--- src/rtl/ps2_move_decoder_pkg.sv ---
// ps2_move_decoder_pkg
//   Shared definitions for the PS/2 movement decoder: scan-code constants
//   (set 2), parser state encoding, direction bit indices and small decode
//   helpers used by ps2_move_decoder.
//   Optional build macro PS2_MOVE_WASD_EN (consumed by ps2_move_decoder)
//   enables the WASD aliases declared here.
package ps2_move_decoder_pkg;

  // Prefix bytes
  localparam logic [7:0] SC_EXT   = 8'hE0;
  localparam logic [7:0] SC_BRK   = 8'hF0;

  // Arrow keys (only meaningful after an E0 prefix)
  localparam logic [7:0] SC_UP    = 8'h75;
  localparam logic [7:0] SC_DOWN  = 8'h72;
  localparam logic [7:0] SC_LEFT  = 8'h6B;
  localparam logic [7:0] SC_RIGHT = 8'h74;

  // WASD aliases (non-extended)
  localparam logic [7:0] SC_W     = 8'h1D;
  localparam logic [7:0] SC_S     = 8'h1B;
  localparam logic [7:0] SC_A     = 8'h1C;
  localparam logic [7:0] SC_D     = 8'h23;

  // Bit positions in the held vector. Opposing directions differ only in
  // bit 0 of the index, which the decoder exploits (opposite = idx ^ 1).
  localparam logic [1:0] DIR_UP    = 2'd0;
  localparam logic [1:0] DIR_DOWN  = 2'd1;
  localparam logic [1:0] DIR_LEFT  = 2'd2;
  localparam logic [1:0] DIR_RIGHT = 2'd3;

  typedef enum logic [1:0] {
    ST_IDLE    = 2'd0,
    ST_EXT     = 2'd1,
    ST_BRK     = 2'd2,
    ST_EXT_BRK = 2'd3
  } state_t;

  typedef struct packed {
    logic       hit;
    logic [1:0] idx;
  } dir_hit_t;

  // Keyboard/controller status bytes (BAT ok, ack, echo, resend, errors,
  // pause prefix). They never belong to a movement sequence.
  function automatic logic is_abort_byte(input logic [7:0] code);
    case (code)
      8'hAA, 8'hFA, 8'hEE, 8'hFE, 8'h00, 8'hFF, 8'hE1: is_abort_byte = 1'b1;
      default:                                         is_abort_byte = 1'b0;
    endcase
  endfunction

  function automatic dir_hit_t arrow_decode(input logic [7:0] code);
    dir_hit_t r;
    r = '0;
    case (code)
      SC_UP:    begin r.hit = 1'b1; r.idx = DIR_UP;    end
      SC_DOWN:  begin r.hit = 1'b1; r.idx = DIR_DOWN;  end
      SC_LEFT:  begin r.hit = 1'b1; r.idx = DIR_LEFT;  end
      SC_RIGHT: begin r.hit = 1'b1; r.idx = DIR_RIGHT; end
      default:  r = '0;
    endcase
    return r;
  endfunction

  function automatic dir_hit_t wasd_decode(input logic [7:0] code);
    dir_hit_t r;
    r = '0;
    case (code)
      SC_W:    begin r.hit = 1'b1; r.idx = DIR_UP;    end
      SC_S:    begin r.hit = 1'b1; r.idx = DIR_DOWN;  end
      SC_A:    begin r.hit = 1'b1; r.idx = DIR_LEFT;  end
      SC_D:    begin r.hit = 1'b1; r.idx = DIR_RIGHT; end
      default: r = '0;
    endcase
    return r;
  endfunction

endpackage

--- src/rtl/ps2_move_decoder_idle_timer.sv ---
// ps2_idle_timer
//   Counts cycles since the last received byte and saturates at
//   TIMEOUT_CYCLES. expire is a one-cycle pulse on the cycle whose clock edge
//   moves the counter onto the limit; a clear on that same cycle suppresses it
//   so a late byte is never lost to the timeout.
//   Ports:
//     clock   in  system clock
//     resetn  in  asynchronous active-low reset
//     clear   in  restart the idle count (a byte was received)
//     expire  out one-cycle timeout pulse
module ps2_idle_timer #(
  parameter int TIMEOUT_CYCLES = 50_000_000
) (
  input  logic clock,
  input  logic resetn,
  input  logic clear,
  output logic expire
);

  localparam int TW = $clog2(TIMEOUT_CYCLES + 1);
  localparam logic [TW-1:0] LIMIT = TW'(TIMEOUT_CYCLES);

  logic [TW-1:0] count;

  always_ff @(posedge clock or negedge resetn) begin
    if (!resetn) begin
      count <= '0;
    end else if (clear) begin
      count <= '0;
    end else if (count != LIMIT) begin
      count <= count + TW'(1);
    end
  end

  assign expire = !clear && (count == (LIMIT - TW'(1)));

endmodule

--- src/rtl/ps2_move_decoder.sv ---
// ps2_move_decoder
//   Turns the PS/2 scan-code set 2 byte stream into held-direction levels
//   for the sprite logic plus a step strobe per direction make code
//   (typematic repeats included). Make/break is tracked per key so a
//   direction stays asserted while the key is held; opposing directions held
//   together cancel, orthogonal ones combine. After TIMEOUT_CYCLES without a
//   byte the held keys and parser are cleared to recover from lost breaks.
//   Build macro: PS2_MOVE_WASD_EN adds W/S/A/D (1D/1B/1C/23, non-extended)
//   as aliases of up/down/left/right.
//   Ports:
//     clock, resetn          clock, asynchronous active-low reset
//     key_data, key_valid    received byte and its one-cycle strobe
//     move_up/down/left/right registered direction levels
//     step                   one-cycle pulse per direction make
//     last_code              last decoded direction code (make or break)
module ps2_move_decoder
  import ps2_move_decoder_pkg::*;
#(
  parameter int TIMEOUT_CYCLES = 50_000_000
) (
  input  logic       clock,
  input  logic       resetn,
  input  logic [7:0] key_data,
  input  logic       key_valid,
  output logic       move_up,
  output logic       move_down,
  output logic       move_left,
  output logic       move_right,
  output logic       step,
  output logic [7:0] last_code
);

  logic       expire;
  state_t     state, state_next;
  logic [3:0] held, held_next;
  logic [3:0] move_vec;
  logic       make_hit, break_hit;
  logic [1:0] dir_idx;
  dir_hit_t   arrow, wasd;

  ps2_idle_timer #(
    .TIMEOUT_CYCLES(TIMEOUT_CYCLES)
  ) u_idle_timer (
    .clock  (clock),
    .resetn (resetn),
    .clear  (key_valid),
    .expire (expire)
  );

  always_comb begin
    state_next = state;
    make_hit   = 1'b0;
    break_hit  = 1'b0;
    dir_idx    = '0;
    arrow      = arrow_decode(key_data);
`ifdef PS2_MOVE_WASD_EN
    wasd       = wasd_decode(key_data);
`else
    wasd       = '0;
`endif

    if (key_valid) begin
      state_next = ST_IDLE;
      if (!is_abort_byte(key_data)) begin
        case (state)
          ST_IDLE: begin
            if (key_data == SC_EXT) begin
              state_next = ST_EXT;
            end else if (key_data == SC_BRK) begin
              state_next = ST_BRK;
            end else if (wasd.hit) begin
              make_hit = 1'b1;
              dir_idx  = wasd.idx;
            end
          end
          ST_EXT: begin
            if (key_data == SC_BRK) begin
              state_next = ST_EXT_BRK;
            end else if (arrow.hit) begin
              make_hit = 1'b1;
              dir_idx  = arrow.idx;
            end
          end
          ST_BRK: begin
            if (wasd.hit) begin
              break_hit = 1'b1;
              dir_idx   = wasd.idx;
            end
          end
          ST_EXT_BRK: begin
            if (arrow.hit) begin
              break_hit = 1'b1;
              dir_idx   = arrow.idx;
            end
          end
          default: state_next = ST_IDLE;
        endcase
      end
    end else if (expire) begin
      state_next = ST_IDLE;
    end

    held_next = held;
    if (expire) begin
      held_next = '0;
    end else if (make_hit) begin
      held_next[dir_idx] = 1'b1;
    end else if (break_hit) begin
      held_next[dir_idx] = 1'b0;
    end
  end

  always_ff @(posedge clock or negedge resetn) begin
    if (!resetn) begin
      state     <= ST_IDLE;
      held      <= '0;
      step      <= 1'b0;
      last_code <= '0;
    end else begin
      state <= state_next;
      held  <= held_next;
      step  <= make_hit;
      if (make_hit || break_hit) begin
        last_code <= key_data;
      end
    end
  end

  // Each direction is driven only when its opposite (index ^ 1) is released.
  // Registered from held, so move_* trail held by one cycle.
  for (genvar gi = 0; gi < 4; gi++) begin : g_move
    always_ff @(posedge clock or negedge resetn) begin
      if (!resetn) begin
        move_vec[gi] <= 1'b0;
      end else begin
        move_vec[gi] <= held[gi] & ~held[gi ^ 1];
      end
    end
  end

  assign move_up    = move_vec[DIR_UP];
  assign move_down  = move_vec[DIR_DOWN];
  assign move_left  = move_vec[DIR_LEFT];
  assign move_right = move_vec[DIR_RIGHT];

endmodule

--- config.mk ---
export PLATFORM = sky130hd
export DESIGN_NAME = ps2_move_decoder
export DESIGN_NICKNAME = d
export VERILOG_FILES = /design/src/rtl/ps2_move_decoder_pkg.sv /design/src/rtl/ps2_move_decoder_idle_timer.sv /design/src/rtl/ps2_move_decoder.sv
export SDC_FILE = /design/constraint.sdc
export NUM_CORES = 1
export LEC_CHECK = 0
export CORE_ASPECT_RATIO = 0.6
export CORE_MARGIN = 3
export CORE_UTILIZATION = 39
export CTS_CLUSTER_SIZE = 10
export DETAILED_ROUTE_END_ITERATION = 16
export PLACE_DENSITY = 0.57
export SLEW_MARGIN = 40
export SYNTH_ARGS = -nofsm -noshare
export SYNTH_HDL_FRONTEND = slang
export SYNTH_HIERARCHICAL = 1
export SYNTH_SLANG_ARGS = --single-unit
export TNS_END_PERCENT = 1
--- constraint.sdc ---
create_clock -name clock -period 4.81 [get_ports clock]
set_input_delay 0.7215 -clock clock [delete_from_list [all_inputs] [get_ports clock]]
set_output_delay 0.7215 -clock clock [all_outputs]
set_load 0.05 [all_outputs]
Word-level counts from Yosys, hierarchy flattened

Cells that the tools add are included.
W data, S select, Z words.

Bits in registers: 45
Input bits: 11
Output and inout bits: 13
Logic and storage cells: 79

Add/sub/neg operators: 1
$lt $le $gt $ge: 2
Equal/unequal tests: 16
Mux-type cells: 30
Bitwise logic cells: 11
Reductions and logical operators: 10

Operators with widths:

| operator                | count |
|---|---|
| $eq A8 B8 Y1 const B    | 8 |
| $mux W26                | 2 |
| $eq A8 B7 Y1 const B    | 4 |
| $add A26 B1 Y26 const B | 1 |
| $eq A26 B26 Y1 const B  | 1 |
| $ne A26 B26 Y1 const B  | 1 |
| $mux W2                 | 10 |
| $mux W4                 | 3 |
| $pmux W3 S4             | 1 |
| $mux W1                 | 11 |
| $logic_not A8 Y1        | 1 |
| $pmux W2 S2             | 2 |
| $reduce_or A7 Y1        | 1 |
| $and A1 B1 Y1           | 4 |
| $and A4 B4 Y4           | 1 |
| $not A1 Y1              | 4 |
| $not A4 Y4              | 1 |
| $or A4 B4 Y4            | 1 |
| $reduce_bool A2 Y1      | 2 |
| $lt A2 B3 Y1 const B    | 1 |
| $reduce_bool A3 Y1      | 1 |
| $demux W1 S2            | 1 |
| $eq A2 B1 Y1 const B    | 1 |
| $eq A2 B2 Y1 const B    | 1 |
| other kinds (5)         | 6 |

Depth between registers and ports, before layout

Gate-level depths: netlist of run 1.

Depth in word-level cells: 16
Gate-level depth with buffers: 7
Depth with buffers taken out: 7

Modules after synthesis

The synthesis of run 1 kept the hierarchy.

Modules (own cells, without submodules):

| module           | instances | cells an instance | area each (um^2) | sequential area each (um^2) |
|---|---|---|---|---|
| ps2_idle_timer   | 1         | 160               | 1,458.9          | 650.6 |
| ps2_move_decoder | 1         | 72                | 900.9            | 475.5 |

Worst setup path before layout of run 1

OpenSTA, ideal clock, no wires.

Kind: register to register
Start point: register u_idle_timer.count[0]
End point: register state[0]
Setup time: 0.119 ns
Data arrival time: 1.837 ns
Data required time: 4.691 ns
Setup slack: 2.854 ns
Cell stages (with the launch flop): 8
Buffers on the path: 0
Clock period less this slack: 1.956 ns
Cells stage by stage: dfrtp_1 > ha_1 > and3_1 > nand3_1 > nor4_1 > o21ai_0 > a21oi_1 > nor2_1

Word-level cells in the longest chain between the ends: 3

RTL lines:

| item                                | line                              | text |
|---|---|---|
| start, declared                     | ps2_move_decoder_idle_timer.sv:23 | `logic [TW-1:0] count;` |
| start signal, assigned              | ps2_move_decoder_idle_timer.sv:31 | `count <= count + TW'(1);` |
| $eq A26 B26 Y1                      | ps2_move_decoder_idle_timer.sv:35 | `assign expire = !clear && (count == (LIMIT - TW'(1)));` |
| $logic_and A1 B1 Y1                 | ps2_move_decoder_idle_timer.sv:35 |  |
| net expire                          | ps2_move_decoder.sv:33            | `logic expire;` |
| $reduce_bool A2 Y1 (no source line) | --                                |  |
| end signal, assigned                | ps2_move_decoder.sv:120           | `state <= state_next;` |
| end, declared                       | ps2_move_decoder.sv:34            | `state_t state, state_next;` |

The timed path passes the listed nets, and every way through them passes these cells.
A chain may end at the register's enable or synchronous reset.

Final worst setup path of run 1

Start point: input key_valid
End point: register last_code[1]

Word-level cells in the longest chain between the ends: 2
Elaborated cells between the ends (all ways): 3
Classes of those cells: mux (2); reduce/logical (1)

RTL lines:

| item                 | line                    | text |
|---|---|---|
| start, declared      | ps2_move_decoder.sv:24  | `input logic key_valid,` |
| $mux W1              | ps2_move_decoder.sv:62  | `if (key_valid) begin` |
| $logic_or A1 B1 Y1 * | ps2_move_decoder.sv:123 | `if (make_hit \|\| break_hit) begin` |
| end signal, assigned | ps2_move_decoder.sv:124 | `last_code <= key_data;` |
| end, declared        | ps2_move_decoder.sv:30  | `output logic [7:0] last_code` |

Mark *: on every way between the ends. The rest lies on a longest branch, timed or not.

==> flow_metrics.tcl, run 1 <==
set metrics [dict create \
    fp-row-count 21 \
    synth.ff_latch_count 45 \
    final.min_clock_period_ps 2515 \
    setup_viol 0 \
    hold_class "input port to async pin" \
    clockBufferDepth 2 \
    post_drt_via_cell_ratio 5.542 \
    synthSimpleGateAreaFrac 0.3006 \
    synth_compound_area_frac 0.1045 \
    drive_gt1_frac 0.1016 \
    synth_top_family_by_area "simple AND/OR/NAND/NOR gates" \
    dp.cells 328 \
    ir_drop_uv 128.2 \
    die_w_um 106.4 \
    totalWireLength_um 5314 \
    hold_viol 0 \
    slowest_stage "clkdlybuf4s50_1" \
    cp-end-kind "flip-flop" \
    maxCapViolations 0 \
    floorplan.initialDensity 0.4139 \
    hold_buffers 0 \
    drtPass1Iterations 4 \
    yosysTopAreaCell "dfrtp_1" \
    synthXorXnorAreaFrac 0.03340 \
    cp_top_family "buffers and inverters" \
    ant_nets 0 \
    place_congestion 0.8216 \
    synth.area.mux_share 0.04083 \
    p_leak_nw 1.148 \
    grt_pass1_vias 1681 \
    cp_slowest_stage_delay_ps 930 \
    grt_overflow_total 0 \
    ios 24 \
    crit_type "input port to flip-flop" \
    synth_fa_ha_area_frac 0.01591 \
    cts_tree "yes" \
    fin_cells 336 \
    ys.flop_type "dfrtp_1" \
    dieArea_mm2 0.007051 \
    finalCritPeriodShare 0.5230 \
    pwr_density_cell_mw_per_mm2 265.2 \
    diodes 0 \
    die_h_um 66.26 \
    worstPathRequired_ps 4990 \
    syn_to_final_growth_pct 17.60 \
    crit_arrival_ps 2700 \
    setup-tns-final_ps 0 \
    multi_input_area_mm2 0.001175 \
    status "finished, final reports clean" \
    relSlewSlack 0.5178 \
    cts_root_buffer "clkbuf_8" \
    dp_hpwl_um 3821 \
    core_mm2 0.005702 \
    worst-slew-pin-transition_ps 721.0 \
    path_buf_inv 2 \
    first_iter_violations 97 \
    clk_pin_slew_ps 90 \
    synth_cell_type_count 47 \
    grt_max_degree 46 \
    regArea_mm2 0.001126 \
    startpoint_type "input port" \
    synth_area_leaders "dfrtp_1 48%, a21oi_1 4.0%, nand4_1 3.2%" \
    wire_per_inst_um 15.82 \
    synth.most_common_cell "dfrtp_1" \
    ctsResizeCount 0 \
    yosys-top-cells-count "45 x dfrtp_1, 20 x nor2_1, 19 x a21oi_1" \
    portBuffers 23 \
    synth_top_area_frac 0.4772 \
    syn_area_mm2 0.002360 \
    track_usage 0.1637 \
    fin_nets 269 \
    post-route-util 0.4867 \
    cts_made_buffers 5 \
    vias 1862 \
    drc 0 \
    maxSlewViolCount 0 \
    post-cts-setup-buffers 0 \
    fmax_mhz 397.5 \
    synth_edf_count 0 \
    cts.htree.levels 2 \
    antenna_found_initial 0 \
    clock_latency_ps 300 \
    synth_fp_nets 246 \
    cp_max_fo 19 \
    ys_seq_area_frac 0.4772 \
    crit_chain "clkdlybuf4s50_1 > inv_2 > nor4_2 > a21oi_4 > mux2_4" \
    clock_skew_ps 6.630 \
    final.fill_count 551 \
    synth.avg_cell_area_um2 10.17 \
    grt_pass1_wl_um 8914 \
    dpl_cell_area_mm2 0.002659 \
    final_cell_area_mm2 0.002775 \
    yosysWarnings 6 \
    cts_sinks 45 \
    async_flop_share 1.000 \
    rsz0062_at_grt "no" \
    synthCells 232 \
]
-- flip-flops by register name, indices dropped and copies added, names as in the netlist --
register            cells
held                    4
u_idle_timer/count     26
move_up                 1
last_code               8
state                   2
move_left               1
move_right              1
move_down               1
step                    1
-- cells by family after synthesis --
| group | Yosys count |
|---|---|
| buffers and inverters | 14 |
| xor gates and xnor gates | 9 |
| muxes | 8 |
| AOI/OAI and AO/OA | 42 |
| and+or+nand+nor | 111 |
| DFF | 45 |
| adders and majority gates | 3 |
-- routing by layer --
| metal | vias up | part of all wire | GRT usage |
|---|---|---|---|
| met2 | 24 | 0.38 | 0.1916 |
| met4 | 0 | 0.0047 | 0.03828 |
| met5 | - | 0 | 0 |
| met3 | 2 | 0.043 | 0.04098 |
| met1 | 926 | 0.58 | 0.2789 |
| li1 | 910 | - | - |
-- path summary, 6_finish.rpt --
| path | startpoint | endpoint | slack (ps) | depth (start not counted) |
|---|---|---|---|---|
| worst max register to register | u_idle_timer/count[8]$_DFFE_PN0P_ | state[1]$_DFFE_PN0P_ | 2550 | 5 |
| max in group asynchronous | resetn | step$_DFF_PN0_ | 4000 | 1 |
| min in group clock | held[0]$_DFFE_PN0P_ | move_down$_DFF_PN0_ | 450 | 1 |
| worst min-delay path | resetn | u_idle_timer/count[11]$_DFFE_PN0P_ | 410 | 1 |
| worst max-delay path | key_valid | last_code[1]$_DFFE_PN0P_ | 2290 | 5 |
| worst min register to register | held[0]$_DFFE_PN0P_ | move_down$_DFF_PN0_ | 450 | 1 |
-- report_power, final --
group	switching, mW	internal (mW)
Sequential	0.00521	0.382
Clock	0.129	0.170
Combinational	0.0326	0.0181
-- through the flow --
step	total power, mW	setup WS, ps	hold slack (ps)
floorplan	0.4165	2854	416.5
global placement	0.4453	1886	442.5
detailed placement	0.4462	1957	446.0
CTS	0.7466	2275	444.1
global route	0.7694	2130	460.9
finish	0.7359	2295	411.9
-- layout by cell type, fill, tap and decap left out, types with 5 or more instances in the layout --
cell | Yosys | final
xnor2_1 | 5 | 5
o31ai_1 | 5 | 5
or3_1 | 9 | 9
or4_1 | 7 | 7
nor2_1 | 20 | 20
nand3_1 | 14 | 14
nand2b_1 | 5 | 5
o21ai_0 | 13 | 13
nor3_1 | 5 | 5
clkdlybuf4s50_1 | 0 | 22
nand4_1 | 12 | 12
clkbuf_8 | 0 | 6
nor2b_1 | 7 | 7
a21oi_1 | 19 | 19
dfrtp_1 | 45 | 45
nand2_1 | 8 | 8
-- cell type report --
cell class	instances	share of cell area
Tap cell	80	0.03607
Sequential cell	45	0.4058
Multi-Input combinational cell	173	0.4234
Clock buffer	7	0.03111
Timing Repair Buffer	24	0.08476
Inverter	6	0.008115
Clock inverter	1	0.01082
No activity file was read; power rests on OpenSTA's default activity.
==> run 2: changes to the inputs <==
clock period = 2.34 ns   (was 4.81 ns; I/O delays follow)
==> flow_metrics.tcl, run 2 (synthesized netlist as in run 1, its figures left out) <==
set metrics [dict create \
    status "finished, final reports clean" \
    maxCapViolations 0 \
    drc 0 \
    fin_ws_ps 359.3 \
    vias 1885 \
    reg_top3 "u_idle_timer/count x26, last_code x8, held x4" \
    pwr-share-clk 0.361 \
    first_iter_violations 82 \
    cp-end-kind "flip-flop" \
    syn_to_final_growth_pct 18.50 \
    dp_hpwl_um 3798 \
    sw_frac_of_total 0.2473 \
    fmax_mhz 504.9 \
    crit_type "flip-flop to flip-flop" \
    final.fill_count 542 \
    final_cell_mix "45 x dfrtp_1, 22 x clkdlybuf4s50_1, 20 x nor2_1, 19 x a21oi_1, 14 x nand3_1" \
    cts.htree.levels 2 \
    dp_slack_ps 248.9 \
    die_w_um 106.4 \
    comb_power_share 0.076 \
    regMostFlops "u_idle_timer/count" \
    crit_arrival_ps 2200 \
    final_cell_area_mm2 0.002796 \
    setup-tns-final_ps 0 \
    fin_nets 274 \
    largest_reg_flops 26 \
    cts_root_buffer "clkbuf_8" \
    fp-row-count 21 \
    post-cts-setup-buffers 0 \
    grt_pass1_wl_um 8914 \
    relSlewSlack 0.6588 \
    regArea_mm2 0.001126 \
    die_h_um 66.26 \
    rsz0062_at_grt "no" \
    hold_viol 0 \
    grt_max_degree 33 \
    cts_tree "yes" \
    drtPass1Iterations 4 \
    clk_pin_slew_ps 80 \
    clock_latency_ps 300 \
    dpl_cell_area_mm2 0.002700 \
    track_usage 0.1623 \
    worstPathRequired_ps 2560 \
    cp_max_fo 12 \
    seq_power_share 0.564 \
    dieArea_mm2 0.007051 \
    p_int_mw 1.064 \
    wire_per_inst_um 15.26 \
    ant_nets 0 \
    p_leak_nw 1.168 \
    setup_viol 0 \
    floorplan.initialDensity 0.4139 \
    grt_pass1_vias 1720 \
    clockBufferDepth 2 \
    maxSlewViolCount 0 \
    finalCritPeriodShare 0.8464 \
    hold_buffers 0 \
    drive_gt1_frac 0.1188 \
    totalWireLength_um 5204 \
    final.min_clock_period_ps 1981 \
    portBuffers 23 \
    ir_drop_uv 240.0 \
    hold_slack_ps 13.34 \
    multi_input_area_mm2 0.001169 \
    final_common_cell "dfrtp_1" \
    post_drt_via_cell_ratio 5.528 \
    startpoint_type "flip-flop" \
    ios 24 \
    hold_class "input port to async pin" \
    antenna_found_initial 0 \
    diodes 0 \
    switching_power_uw 349.7 \
    cts_sinks 45 \
    place_congestion 0.8625 \
    ctsResizeCount 0 \
    core_mm2 0.005702 \
    cts_made_buffers 5 \
    clock_skew_ps 6.367 \
    worst-slew-pin-transition_ps 510.2 \
    pwr_density_cell_mw_per_mm2 505.6 \
    grt_overflow_total 0 \
]
## run 2: cell count changes in the layout (fill, tap and decap cells not counted), sizes merged
cell	delta
buf	+5
bufinv	-1
clkbuf	-1
clkinv	+2
## run 2: layer usage
metal	share of wire	vias to the layer above	wire length, um	GRT usage
li1	-	923	-	-
met1	0.58	914	3013	0.2715
met3	0.054	7	281	0.03707
met5	0	-	0	0
met2	0.35	41	1842	0.1940
met4	0.013	0	68	0.04944
## run 2: worst max-delay path, stage by stage (launching register included)
cell	delay, ps
dfrtp_1	520
nand2_1	80
or4_4	620
or4_1	520
a21oi_1	160
## run 2: cell type report
cell class,instances,area share
inverters,6,0.008054
clock inverters,2,0.004922
repair buffers,29,0.1011
well taps,80,0.03579
flip-flops and latches,45,0.4027
multi-input cells,173,0.4179
clock buffers,6,0.02953
## run 2: path summary, 6_finish.rpt
kind,startpoint,to,slack [ps],depth (start not counted)
worst max-delay path,u_idle_timer/count[2]$_DFFE_PN0P_,u_idle_timer/count[25]$_DFFE_PN0P_,360,4
worst min-delay path,resetn,u_idle_timer/count[10]$_DFFE_PN0P_,10,1
worst max register to register,u_idle_timer/count[2]$_DFFE_PN0P_,u_idle_timer/count[25]$_DFFE_PN0P_,360,4
worst min register to register,held[0]$_DFFE_PN0P_,move_down$_DFF_PN0_,450,1
max in group asynchronous,resetn,u_idle_timer/count[13]$_DFFE_PN0P_,1820,2
min in group clock,held[0]$_DFFE_PN0P_,move_down$_DFF_PN0_,450,1
## run 2: per-stage QoR
step                      cells  total power [mW]    util
final                       341             1.414  0.4905
after global routing        341             1.478  0.4905
after CTS                   341             1.437  0.4905
after detailed placement    333            0.9201  0.4736
after global placement      333            0.9197  0.4736
after floorplan             232            0.8561       -
## run 2: power groups by stage
stage | logic (mW) | clock network, mW | registers (mW)
6_report | 0.107 | 0.510 | 0.797
5_1_grt | 0.119 | 0.561 | 0.798
4_1_cts | 0.108 | 0.532 | 0.797
3_5_place_dp | 0.108 | 0 | 0.812
3_3_place_gp | 0.108 | 0 | 0.812
2_1_floorplan | 0.0404 | 0 | 0.816
